## config.mk

```make
export PLATFORM = sky130hd
export DESIGN_NAME = regfile_writeback
export DESIGN_NICKNAME = d
export VERILOG_FILES = /design/src/rtl/regfile_wb_pkg.sv /design/src/rtl/wb_queue.sv /design/src/rtl/regfile_writeback.sv
export SDC_FILE = /design/constraint.sdc
export NUM_CORES = 1
export LEC_CHECK = 0
export ABC_AREA = 0
export BUFFER_PORTS_ARGS = -buffer_cell sky130_fd_sc_hd__buf_2
export CAP_MARGIN = 20
export CORE_ASPECT_RATIO = 1.1
export CORE_MARGIN = 1.5
export CORE_UTILIZATION = 46
export CTS_CLUSTER_SIZE = 30
export DETAILED_ROUTE_END_ITERATION = 10
export GPL_TIMING_DRIVEN = 0
export PLACE_DENSITY = 0.77
export SYNTH_ARGS = -nofsm -noshare
export SYNTH_HDL_FRONTEND = slang
export SYNTH_SLANG_ARGS = --single-unit
```

## constraint.sdc

```tcl
create_clock -name clk -period 2.6 [get_ports clk]
set_input_delay 0.52 -clock clk [delete_from_list [all_inputs] [get_ports clk]]
set_output_delay 0.52 -clock clk [all_outputs]
set_load 0.005 [all_outputs]
```

## src/rtl/regfile_wb_pkg.sv

```systemverilog
// rtl/regfile_wb_pkg.sv - shared widths, queue entry type and helpers for the writeback arbiter
package regfile_wb_pkg;

    localparam int WB_BIT_COUNT      = 32;
    localparam int WB_REGISTER_COUNT = 32;
    localparam int WB_QUEUE_DEPTH    = 2;
    localparam int WB_AW             = $clog2(WB_REGISTER_COUNT);

    localparam logic [WB_AW-1:0] WB_ADDR_ZERO = '0;

    typedef struct packed {
        logic                    live;
        logic [WB_AW-1:0]        addr;
        logic [WB_BIT_COUNT-1:0] data;
    } wb_entry_t;

    function automatic logic [WB_REGISTER_COUNT-1:0] wb_onehot(input logic [WB_AW-1:0] addr);
        logic [WB_REGISTER_COUNT-1:0] one;
        one = {{(WB_REGISTER_COUNT-1){1'b0}}, 1'b1};
        return one << addr;
    endfunction

endpackage

```

## src/rtl/wb_queue.sv

```systemverilog
// rtl/wb_queue.sv - circular buffer of long-latency results with squash-by-address and live mask
module wb_queue
    import regfile_wb_pkg::*;
#(
    parameter int DEPTH = WB_QUEUE_DEPTH
) (
    input  logic                         clk,
    input  logic                         reset,
    input  logic                         push,
    input  wb_entry_t                    push_entry,
    input  logic                         pop,
    input  logic                         squash_valid,
    input  logic [WB_AW-1:0]             squash_addr,
    output wb_entry_t                    head,
    output logic                         full,
    output logic                         empty,
    output logic [WB_REGISTER_COUNT-1:0] live_mask
);

    localparam int PW = $clog2(DEPTH);
    localparam logic [PW:0] PTR_ONE = {{PW{1'b0}}, 1'b1};

    logic [PW:0] wr_ptr;
    logic [PW:0] rd_ptr;
    wb_entry_t   entries [DEPTH];

    assign empty = (wr_ptr == rd_ptr);
    assign full  = (wr_ptr[PW] != rd_ptr[PW]) && (wr_ptr[PW-1:0] == rd_ptr[PW-1:0]);
    assign head  = entries[rd_ptr[PW-1:0]];

    // Popped slots are marked dead so unoccupied entries never contribute to the mask.
    always_ff @(posedge clk or posedge reset) begin
        if (reset) begin
            wr_ptr <= '0;
            rd_ptr <= '0;
            for (int i = 0; i < DEPTH; i++) begin
                entries[i] <= '0;
            end
        end else begin
            for (int i = 0; i < DEPTH; i++) begin
                if (squash_valid && entries[i].addr == squash_addr) begin
                    entries[i].live <= 1'b0;
                end
            end
            if (pop && !empty) begin
                entries[rd_ptr[PW-1:0]].live <= 1'b0;
                rd_ptr <= rd_ptr + PTR_ONE;
            end
            if (push && !full) begin
                entries[wr_ptr[PW-1:0]] <= push_entry;
                wr_ptr <= wr_ptr + PTR_ONE;
            end
        end
    end

    always_comb begin
        live_mask = '0;
        for (int i = 0; i < DEPTH; i++) begin
            if (entries[i].live) begin
                live_mask = live_mask | wb_onehot(entries[i].addr);
            end
        end
    end

endmodule

```

## src/rtl/regfile_writeback.sv

```systemverilog
// rtl/regfile_writeback.sv - register file write-port arbiter; REGFILE_WB_BYPASS_EN enables same-cycle result bypass
module regfile_writeback
    import regfile_wb_pkg::*;
#(
    parameter int BIT_COUNT      = WB_BIT_COUNT,
    parameter int REGISTER_COUNT = WB_REGISTER_COUNT,
    parameter int QUEUE_DEPTH    = WB_QUEUE_DEPTH,
    localparam int AW            = $clog2(REGISTER_COUNT)
) (
    input  logic                      clk,
    input  logic                      reset,
    input  logic                      PipeValid,
    input  logic [AW-1:0]             PipeRdAdr,
    input  logic [BIT_COUNT-1:0]      PipeRd,
    input  logic                      MultiValid,
    input  logic [AW-1:0]             MultiRdAdr,
    input  logic [BIT_COUNT-1:0]      MultiRd,
    output logic                      MultiReady,
    output logic                      WriteEnable,
    output logic [AW-1:0]             rd1Adr,
    output logic [BIT_COUNT-1:0]      Rd1,
    output logic [REGISTER_COUNT-1:0] PendingMask
);

    wb_entry_t head;
    wb_entry_t push_entry;
    logic      q_full;
    logic      q_empty;
    logic      pop;
    logic      push;
    logic      bypass;
    logic      collide;

    always_comb begin
        WriteEnable = 1'b0;
        rd1Adr      = '0;
        Rd1         = '0;
        pop         = 1'b0;
        bypass      = 1'b0;
        if (reset) begin
            WriteEnable = 1'b0;
        end else if (PipeValid) begin
            WriteEnable = (PipeRdAdr != WB_ADDR_ZERO);
            rd1Adr      = PipeRdAdr;
            Rd1         = PipeRd;
        end else if (!q_empty) begin
            // Dead and x0 heads are popped here too, just without the strobe.
            pop         = 1'b1;
            WriteEnable = head.live && (head.addr != WB_ADDR_ZERO);
            rd1Adr      = head.addr;
            Rd1         = head.data;
        end
`ifdef REGFILE_WB_BYPASS_EN
        else if (MultiValid) begin
            bypass      = 1'b1;
            WriteEnable = (MultiRdAdr != WB_ADDR_ZERO);
            rd1Adr      = MultiRdAdr;
            Rd1         = MultiRd;
        end
`endif
    end

    assign MultiReady = !q_full;
    // A result colliding with a same-cycle pipeline write is older and simply discarded.
    assign collide    = PipeValid && (MultiRdAdr == PipeRdAdr);
    assign push       = MultiValid && MultiReady && !collide && !bypass;
    assign push_entry = '{live: (MultiRdAdr != WB_ADDR_ZERO), addr: MultiRdAdr, data: MultiRd};

    wb_queue #(
        .DEPTH(QUEUE_DEPTH)
    ) u_queue (
        .clk          (clk),
        .reset        (reset),
        .push         (push),
        .push_entry   (push_entry),
        .pop          (pop),
        .squash_valid (PipeValid),
        .squash_addr  (PipeRdAdr),
        .head         (head),
        .full         (q_full),
        .empty        (q_empty),
        .live_mask    (PendingMask)
    );

endmodule

```

==> results of run 1 <==
-- worst max path at each step --
stage                                     from                         endpoint  slack (ns)  depth (start not counted)
2_1_floorplan                            reset   u_queue.entries[0]$_DFFE_PP0P_        0.03                          1
3_3_place_gp                             reset  u_queue.entries[64]$_DFFE_PP0P_       -0.85                          2
3_5_place_dp                         PipeValid                          Rd1[29]       -0.04                          7
4_1_cts        u_queue.entries[71]$_DFFE_PP0P_                      WriteEnable        0.01                          8
5_1_grt          u_queue.rd_ptr[0]$_DFFE_PP0N_                        rd1Adr[4]       0.002                          7
6_report       u_queue.entries[32]$_DFFE_PP0P_                      WriteEnable        0.06                          5
-- timing repair --
item | CTS | global route
gates resized for setup | 6 | 13
endpoints found under the hold margin | 0 | 0
setup endpoints to repair | 17 | 34
-- report_power, final --
part           leakage [nW]  switching [mW]  internal [mW]
Sequential            0.941           0.378           1.90
Combinational          1.64            1.63           1.71
Clock                0.0830           0.452          0.375
-- logic make-up after synthesis --
logic type,count (synthesis),synth area share (%)
AO/OA/AOI/OAI,76,9.73
XOR/XNOR,21,4.11
flip-flops,80,44.8
AND/OR/NAND/NOR,92,10.0
buffers and inverters,35,3.58
multiplexers,112,27.8
-- cell usage in the layout (no fill, tap or decap), types with 3 or more instances in the layout --
| master | instances |
|---|---|
| clkbuf_2 | 7 |
| o21ai_0 | 40 |
| nor2_1 | 5 |
| nand2_1 | 47 |
| clkbuf_8 | 10 |
| nand3_1 | 9 |
| clkbuf_1 | 13 |
| nand4_1 | 3 |
| nand2b_1 | 9 |
| o22ai_1 | 32 |
| dfrtp_1 | 80 |
| xor2_1 | 8 |
| mux2_2 | 66 |
| buf_2 | 157 |
| mux2_4 | 8 |
| or4_1 | 3 |
| nor2b_1 | 5 |
| xnor2_1 | 13 |
| mux2i_1 | 38 |
-- per-layer routing --
metal / up-vias / wire length [µm] / part of all wire [%] / global-route usage (%)
met3: 28 / 802 / 7.1 / 4.54
li1: 1808 / - / - / -
met2: 171 / 5500 / 48 / 37.8
met4: 0 / 337 / 3.0 / 10.0
met5: - / 0 / 0 / 0
met1: 1869 / 4740 / 42 / 27.0
-- through the flow --
stage,worst slack [ns],power (mW),hold WS (ns),utilization [%],instances
after floorplan,0.0283,4.66,0.466,-,416
after detailed placement,-0.0374,5.62,0.486,57.4,682
after CTS,0.0131,6.47,0.0909,59.3,697
final,0.0638,6.45,0.0915,59.4,696
after global routing,0.00211,6.90,0.104,59.4,696
after global placement,-0.849,5.47,0.480,57.0,681
-- state kept, by name, summed over array words and instances (netlist names) --
signal and cells:
u_queue.entries 76, u_queue.rd_ptr 2, u_queue.wr_ptr 2
-- layout make-up --
cell class              instances  area, µm²
inverters                       2       10.0
repair buffers                149        768
clock buffers                  12        145
fillers                       809       3820
plain buffers                  31        159
flip-flops and latches         80       2000
multi-input cells             301       2320
well taps                     117        146
clock inverters                 4       28.8
==> flow_metrics.py, run 1 <==
metrics = {
    "die": {
        "dieWidth_um": 97.0,
        "pin_count": 149,
        "die_area_mm2": 0.0103,
        "initial_core_util_pct": 47.6,
        "num_rows": 37,
        "die_h_um": 106,
        "core-area_mm2": 0.00940,
    },
    "setup_path": {
        "worstPathCellList": "or2_4, or4_1, a31oi_1, o21ai_0, buf_2",
        "r2r_end": "u_queue.entries[51]$_DFFE_PP0P_",
        "crit_slowest_cell": "dfrtp_1",
        "slowest_delay_ns": 0.47,
        "crit_family": "simple AND/OR/NAND/NOR gates",
        "crit_type": "reg -> out",
        "crit_buf_inv": 1,
        "cp-start-kind": "register",
        "r2r_start": "u_queue.wr_ptr[1]$_DFFE_PP0P_",
        "cp_max_fo": 9,
        "required_ns": 2.08,
        "cp_data_arrival_time_ns": 2.02,
        "reg2reg_depth": 7,
        "rrSetupSlack_ns": 0.47,
        "cp-end-kind": "output pin",
    },
    "power_and_ir_drop": {
        "powerDensity_mw_per_mm2": 1160,
        "vdd_drop_max_mv": 0.542,
        "power_leakage_nw": 2.66,
    },
    "global_route": {
        "grt_max_degree": 69,
        "grt_first_pass_wirelength_mm": 18.4,
        "grt_pass1_vias": 3859,
        "grt_usage_pct": 22.1,
        "grt_overflow": 0,
        "antenna_found_initial": 0,
    },
    "finish": {
        "drive_gt1_share_pct": 45.6,
        "antenna-diode-count": 0,
        "fin_area_mm2": 0.00558,
        "num-nets-final": 652,
        "area_delta_synth_final_pct": 24.7,
    },
    "timing": {
        "rsz0062_at_grt": "false",
        "finalCritPeriodShare_pct": 97.5,
        "worst_slew_margin_rel_pct": 69.7,
        "fin_skew_ns": 0.0150,
        "fin_crit_ns": 2.54,
        "maxSlewViolCount": 0,
        "hold_viol_final": 0,
        "setup_viol": 0,
        "fmax_mhz": 394,
        "worstMarginPinSlew_ns": 0.455,
        "tns_ns": 0,
    },
    "clock_tree": {
        "cts_made_buffers": 9,
        "clk_pin_slew_ns": 0.09,
        "clock_sinks": 80,
        "htreeDepth": 3,
        "cts-root-buf": "clkbuf_8",
        "clk_latency_ns": 0.36,
        "cts_tree": "built",
        "clockBufferDepth": 2,
        "cts_hold_buf": 0,
        "post-cts-setup-buffer-count": 0,
    },
    "yosys": {
        "synth_top_area_share_pct": 44.8,
        "synthArstFlopShare_pct": 100,
        "ys.warnings.count": 0,
        "yosysMostFrequentCell": "dfrtp_1",
        "synth_area_leaders": "dfrtp_1 45%, mux2_2 17%, mux2i_1 8.5%",
        "synth_fp_nets": 494,
        "ys.flop_type": "dfrtp_1",
        "ys_types": 33,
        "synth_edf_count": 0,
        "synth_seq_cells": 80,
        "syn_inst": 416,
        "ys_seq_area_share_pct": 44.8,
        "ys_top_cells_by_count": "80 x dfrtp_1, 66 x mux2_2, 47 x nand2_1, 40 x o21ai_0, 38 x mux2i_1",
        "synth_area_per_cell_um2": 10.8,
        "syn_area_mm2": 0.00447,
        "yosys.area.top_type": "dfrtp_1",
    },
    "route": {
        "routed_wl_mm": 11.4,
        "drt-initial-drc-count": 135,
        "drtPass1Iterations": 4,
        "vias": 3876,
        "via_per_inst": 5.57,
        "post-route-drc-count": 0,
        "final_antenna_net_count": 0,
        "wl_per_cell_um": 16.3,
    },
    "run_status": {
        "status": "finished clean",
    },
    "placed_design": {
        "place_area_mm2": 0.00539,
        "routabilityCongestion": 0.977,
        "portBuffers": 148,
        "dp_hpwl_mm": 8.46,
    },
    "worst_hold_path": {
        "hp-class": "in -> async",
    },
    "job": {
        "maxCapViolCount": 0,
    },
}
(Power assumes the default switching activity.)
==> run 2, diff against run 1 <==
--- a/config.mk
+++ b/config.mk
@@ -11,6 +11,7 @@
 export CORE_ASPECT_RATIO = 1.1
 export CORE_MARGIN = 1.5
 export CORE_UTILIZATION = 46
+export CTS_BUF_LIST = sky130_fd_sc_hd__clkbuf_8 sky130_fd_sc_hd__clkbuf_16
 export CTS_CLUSTER_SIZE = 30
 export DETAILED_ROUTE_END_ITERATION = 10
 export GPL_TIMING_DRIVEN = 0
==> run 2 against run 1 <==
Largest cell class unchanged; non-clock buffer count is the same; core utilization did not move; sequential power barely moved; combinational power is essentially flat.
==> flow_metrics.py, run 2 (synthesized netlist as in run 1, its figures left out) <==
metrics = {
    "run_status": {
        "status": "finished clean",
    },
    "setup_path": {
        "cp-start-kind": "register",
        "cp-end-kind": "output pin",
        "crit_family": "simple AND/OR/NAND/NOR gates",
        "crit_type": "reg -> out",
        "worstPathCellList": "or2_4, or4_1, a31oi_1, o21ai_0, buf_2",
        "crit_buf_inv": 1,
        "cp_data_arrival_time_ns": 2.02,
        "crit_slowest_cell": "dfrtp_1",
        "required_ns": 2.08,
        "cp_max_fo": 9,
        "slowest_delay_ns": 0.47,
    },
    "route": {
        "via_per_inst": 5.57,
        "drt-initial-drc-count": 135,
        "wl_per_cell_um": 16.3,
        "final_antenna_net_count": 0,
        "routed_wl_mm": 11.4,
        "post-route-drc-count": 0,
        "drtPass1Iterations": 4,
        "vias": 3877,
    },
    "power_and_ir_drop": {
        "power_mw": 6.44,
        "p_sw_share_pct": 38.2,
        "combPwrFrac_pct": 51.9,
        "vdd_drop_max_mv": 0.542,
        "power_leakage_nw": 2.67,
        "seqPwrFrac_pct": 35.3,
        "p_int_mw": 3.98,
        "p_clk_share_pct": 12.7,
        "powerDensity_mw_per_mm2": 1150,
        "p_switching_mw": 2.46,
    },
    "timing": {
        "hold_viol_final": 0,
        "fin_skew_ns": 0.0150,
        "maxSlewViolCount": 0,
        "worst_slew_margin_rel_pct": 69.7,
        "finalWorstSetupSlack_ns": 0.0637,
        "worstMarginPinSlew_ns": 0.455,
        "setup_viol": 0,
        "finalCritPeriodShare_pct": 97.5,
        "fin_crit_ns": 2.54,
        "fmax_mhz": 394,
        "rsz0062_at_grt": "false",
    },
    "clock_tree": {
        "cts_hold_buf": 0,
        "cts_tree": "built",
        "cts_made_buffers": 9,
        "clk_pin_slew_ns": 0.09,
        "htreeDepth": 3,
        "clock_sinks": 80,
        "clockBufferDepth": 2,
        "cts-root-buf": "clkbuf_8",
        "post-cts-setup-buffer-count": 0,
        "clk_latency_ns": 0.36,
    },
    "finish": {
        "area_delta_synth_final_pct": 24.7,
        "fin_area_mm2": 0.00558,
        "drive_gt1_share_pct": 45.6,
        "largest_reg_flops": 76,
        "final_cell_mix": "157 x buf_2, 80 x dfrtp_1, 66 x mux2_2",
        "antenna-diode-count": 0,
        "num-nets-final": 652,
        "fin_cells": 696,
        "reg_top3": "u_queue.entries: 76 flops, u_queue.rd_ptr: 2 flops, u_queue.wr_ptr: 2 flops",
        "largest-register": "u_queue.entries",
        "layout_commonest_cell": "buf_2",
    },
    "die": {
        "die_h_um": 106,
        "dieWidth_um": 97.0,
        "pin_count": 149,
        "core-area_mm2": 0.00940,
        "die_area_mm2": 0.0103,
        "initial_core_util_pct": 47.6,
        "num_rows": 37,
    },
    "worst_hold_path": {
        "hp-class": "in -> async",
    },
    "placed_design": {
        "dp_hpwl_mm": 8.46,
        "pre_cts_ws_ns": -0.0374,
        "portBuffers": 148,
        "place_area_mm2": 0.00539,
        "place_inst": 682,
        "routabilityCongestion": 0.977,
    },
    "global_route": {
        "grt_overflow": 0,
        "grt_max_degree": 69,
        "grt_first_pass_wirelength_mm": 18.4,
        "antenna_found_initial": 0,
        "grt_pass1_vias": 3859,
        "grt_usage_pct": 22.1,
    },
    "job": {
        "maxCapViolCount": 0,
    },
}
run 2: stage by stage:
stage / setup TNS [ns] / hold slack [ns] / util, %
final: 0 / 0.0915 / 59.4
after detailed placement: -0.0374 / 0.486 / 57.4
after CTS: 0 / 0.0909 / 59.3
after floorplan: 0 / 0.466 / -
after global routing: 0 / 0.104 / 59.4
after global placement: -67.55 / 0.480 / 57.0
run 2: final timing paths:
path                                                 startpoint                              end  slack, ns  depth (start not counted)
worst max-delay path            u_queue.entries[32]$_DFFE_PP0P_                      WriteEnable       0.06                          5
worst min-delay path                                      reset  u_queue.entries[38]$_DFFE_PP0P_       0.09                          2
worst max register to register    u_queue.wr_ptr[1]$_DFFE_PP0P_  u_queue.entries[51]$_DFFE_PP0P_       0.47                          7
worst min register to register    u_queue.wr_ptr[1]$_DFFE_PP0P_    u_queue.wr_ptr[1]$_DFFE_PP0P_       0.50                          1
max in group asynchronous                                 reset  u_queue.entries[36]$_DFFE_PP0P_       1.93                          3
min in group clk                                     MultiRd[1]   u_queue.entries[1]$_DFFE_PP0P_       0.39                          2
run 2: layout make-up:
cell class / instances / area (µm²)
multi-input combinational: 301 / 2320
clock inverter: 6 / 36.3
timing repair buffer: 149 / 768
sequential: 80 / 2000
fill: 809 / 3820
buffer: 31 / 159
inverter: 2 / 10.0
clock buffer: 10 / 138
tap: 117 / 146
run 2: timing repair:
item                                    4_1_cts  5_1_grt
resized for setup                             6       13
endpoints found under the setup margin       17       34
cloned                                        0        0
run 2: routing by layer:
layer / part of all wire [%] / track usage [%] / vias up
met3: 7.1 / 4.54 / 28
met4: 3.0 / 10.0 / 0
li1: - / - / 1807
met2: 48 / 37.8 / 171
met1: 42 / 27.0 / 1871
met5: 0 / 0 / -
run 2: power groups by stage:
stage               logic, mW  registers [mW]  clock network, mW
finish                   3.35            2.27              0.820
CTS                      3.37            2.26              0.836
detailed placement       3.35            2.27                  0
global placement         3.24            2.23                  0
floorplan                2.49            2.17                  0
global route             3.64            2.36              0.897
==> run 3, diff against run 2 <==
--- a/config.mk
+++ b/config.mk
@@ -10,12 +10,13 @@
 export CAP_MARGIN = 20
 export CORE_ASPECT_RATIO = 1.1
 export CORE_MARGIN = 1.5
-export CORE_UTILIZATION = 46
+export CORE_UTILIZATION = 51
 export CTS_BUF_LIST = sky130_fd_sc_hd__clkbuf_8 sky130_fd_sc_hd__clkbuf_16
 export CTS_CLUSTER_SIZE = 30
 export DETAILED_ROUTE_END_ITERATION = 10
 export GPL_TIMING_DRIVEN = 0
-export PLACE_DENSITY = 0.77
+export PLACE_DENSITY = 0.81
+export RECOVER_POWER = 100
 export SYNTH_ARGS = -nofsm -noshare
 export SYNTH_HDL_FRONTEND = slang
 export SYNTH_SLANG_ARGS = --single-unit
==> constraint.sdc (replaced) <==
create_clock -name clk -period 2.9 [get_ports clk]
set_input_delay 0.58 -clock clk [delete_from_list [all_inputs] [get_ports clk]]
set_output_delay 0.58 -clock clk [all_outputs]
set_load 0.005 [all_outputs]
==> run 3 against run 2 <==
The flow now finishes with violations (capacitance limit, slew limit); clock skew fell by 0.00077 ns; clock power fell by 3.5%; total power fell by 11%; critical path type unchanged; largest cell class unchanged.
==> flow_metrics.py, run 3 (synthesized netlist as in run 1, its figures left out) <==
metrics = {
    "timing": {
        "fmax_mhz": 371,
        "rsz0062_at_grt": "true",
        "hold_viol_final": 0,
        "tns_ns": 0,
        "holdWs_ns": 0.242,
        "worst_slew_margin_rel_pct": -14.5,
        "finalCritPeriodShare_pct": 92.9,
        "fin_skew_ns": 0.0143,
        "worstMarginPinSlew_ns": 1.72,
        "maxSlewViolCount": 73,
        "fin_crit_ns": 2.69,
        "setup_viol": 0,
    },
    "global_route": {
        "antenna_found_initial": 0,
        "grt_pass1_vias": 3886,
        "grt_overflow": 0,
        "grt_usage_pct": 24.8,
        "grt_max_degree": 73,
        "grt_first_pass_wirelength_mm": 18.3,
    },
    "clock_tree": {
        "cts_tree": "built",
        "htreeDepth": 3,
        "post-cts-setup-buffer-count": 0,
        "clk_latency_ns": 0.34,
        "cts_made_buffers": 9,
        "cts-root-buf": "clkbuf_8",
        "clock_sinks": 80,
        "clockBufferDepth": 2,
        "clk_pin_slew_ns": 0.08,
    },
    "die": {
        "die_h_um": 101,
        "core-area_mm2": 0.00845,
        "pin_count": 149,
        "die_area_mm2": 0.00934,
        "initial_core_util_pct": 52.9,
        "num_rows": 35,
        "dieWidth_um": 92.3,
    },
    "finish": {
        "multi_input_area_mm2": 0.00230,
        "fill_cells": 738,
        "ff_latch_area_mm2": 0.00200,
        "area_delta_synth_final_pct": 22.0,
        "final_cell_mix": "82 x buf_2, 80 x dfrtp_1, 71 x clkbuf_1",
        "largest-register": "u_queue.entries",
        "layout_commonest_cell": "buf_2",
        "antenna-diode-count": 0,
        "drive_gt1_share_pct": 34.6,
        "largest_reg_flops": 76,
        "num-nets-final": 652,
        "fin_util_pct": 64.6,
        "reg_top3": "u_queue.entries: 76 flops, u_queue.rd_ptr: 2 flops, u_queue.wr_ptr: 2 flops",
        "fin_cells": 689,
    },
    "route": {
        "via_per_inst": 5.53,
        "vias": 3807,
        "routed_wl_mm": 11.0,
        "final_antenna_net_count": 0,
        "drtPass1Iterations": 4,
        "wl_per_cell_um": 16.0,
        "post-route-drc-count": 0,
        "drt-initial-drc-count": 137,
    },
    "setup_path": {
        "crit_type": "reg -> out",
        "cp-start-kind": "register",
        "cp-end-kind": "output pin",
        "cp_max_fo": 8,
        "cp_data_arrival_time_ns": 2.11,
        "required_ns": 2.32,
    },
    "placed_design": {
        "dp_hpwl_mm": 8.23,
        "place_inst": 676,
        "portBuffers": 148,
        "routabilityCongestion": 0.938,
    },
    "job": {
        "maxCapViolCount": 1,
    },
    "power_and_ir_drop": {
        "vdd_drop_max_mv": 0.538,
        "powerDensity_mw_per_mm2": 1050,
        "power_leakage_nw": 2.41,
    },
    "run_status": {
        "failed_checks": "capacitance limit, slew limit",
        "status": "complete, but fails checks",
    },
    "worst_hold_path": {
        "hp-class": "in -> async",
    },
}
## run 3: path summary, 6_finish.rpt
| path | startpoint | end | slack (ns) | cells past startpoint |
|---|---|---|---|---|
| worst max register to register | u_queue.rd_ptr[0]$_DFFE_PP0N_ | u_queue.entries[7]$_DFFE_PP0P_ | 0.22 | 8 |
| worst max-delay path | u_queue.entries[70]$_DFFE_PP0P_ | WriteEnable | 0.21 | 8 |
| min in group clk | MultiRd[12] | u_queue.entries[50]$_DFFE_PP0P_ | 0.48 | 2 |
| worst min-delay path | reset | u_queue.entries[39]$_DFFE_PP0P_ | 0.24 | 2 |
| max in group asynchronous | reset | u_queue.entries[74]$_DFFE_PP0P_ | 0.70 | 3 |
| worst min register to register | u_queue.entries[18]$_DFFE_PP0P_ | u_queue.entries[18]$_DFFE_PP0P_ | 0.51 | 1 |
## run 3: area by class of cell
| type | instances | area share [%] |
|---|---|---|
| flip-flops and latches | 80 | 36.7 |
| repair buffers | 149 | 12.5 |
| clock buffers | 9 | 2.27 |
| inverters | 2 | 0.160 |
| clock inverters | 6 | 1.26 |
| plain buffers | 31 | 2.34 |
| multi-input cells | 301 | 42.2 |
| well taps | 111 | 2.54 |
## run 3: power breakdown
group	leakage (nW)	total, mW	switching (mW)	internal (mW)
clock	0.0957	0.791	0.394	0.397
sequential	0.941	2.05	0.345	1.70
combinational	1.37	2.89	1.45	1.44
total	2.41	5.72	2.18	3.54
## run 3: per-layer routing
| layer | share of wire, % | global-route usage, % |
|---|---|---|
| met1 | 42 | 30.2 |
| met2 | 50 | 44.4 |
| met3 | 6.1 | 3.83 |
| met4 | 1.8 | 9.23 |
| met5 | 0 | 0 |
## run 3: what timing repair did
action                                  4_1_cts  5_1_grt
endpoints found under the setup margin        0       19
hold buffers                                  0        0
resized for setup                             0        7
## run 3: worst max-delay path, stage by stage (launching register included)
cell      delay (ns)
dfrtp_1         0.32
clkbuf_1        0.28
or2_1           0.15
clkbuf_1        0.26
nor3_1          0.10
nor3b_1         0.20
a31oi_1         0.05
o21ai_0         0.24
buf_2           0.16
## run 3: stage by stage
stage               instance area (µm²)  worst slack [ns]  power, mW
finish                             5460             0.205       5.72
global route                       5460           -0.0489       6.16
CTS                                5580            0.0803       5.83
detailed placement                 5380             0.159       5.03
global placement                   5350            -0.534       4.89
floorplan                          4470             0.268       4.18
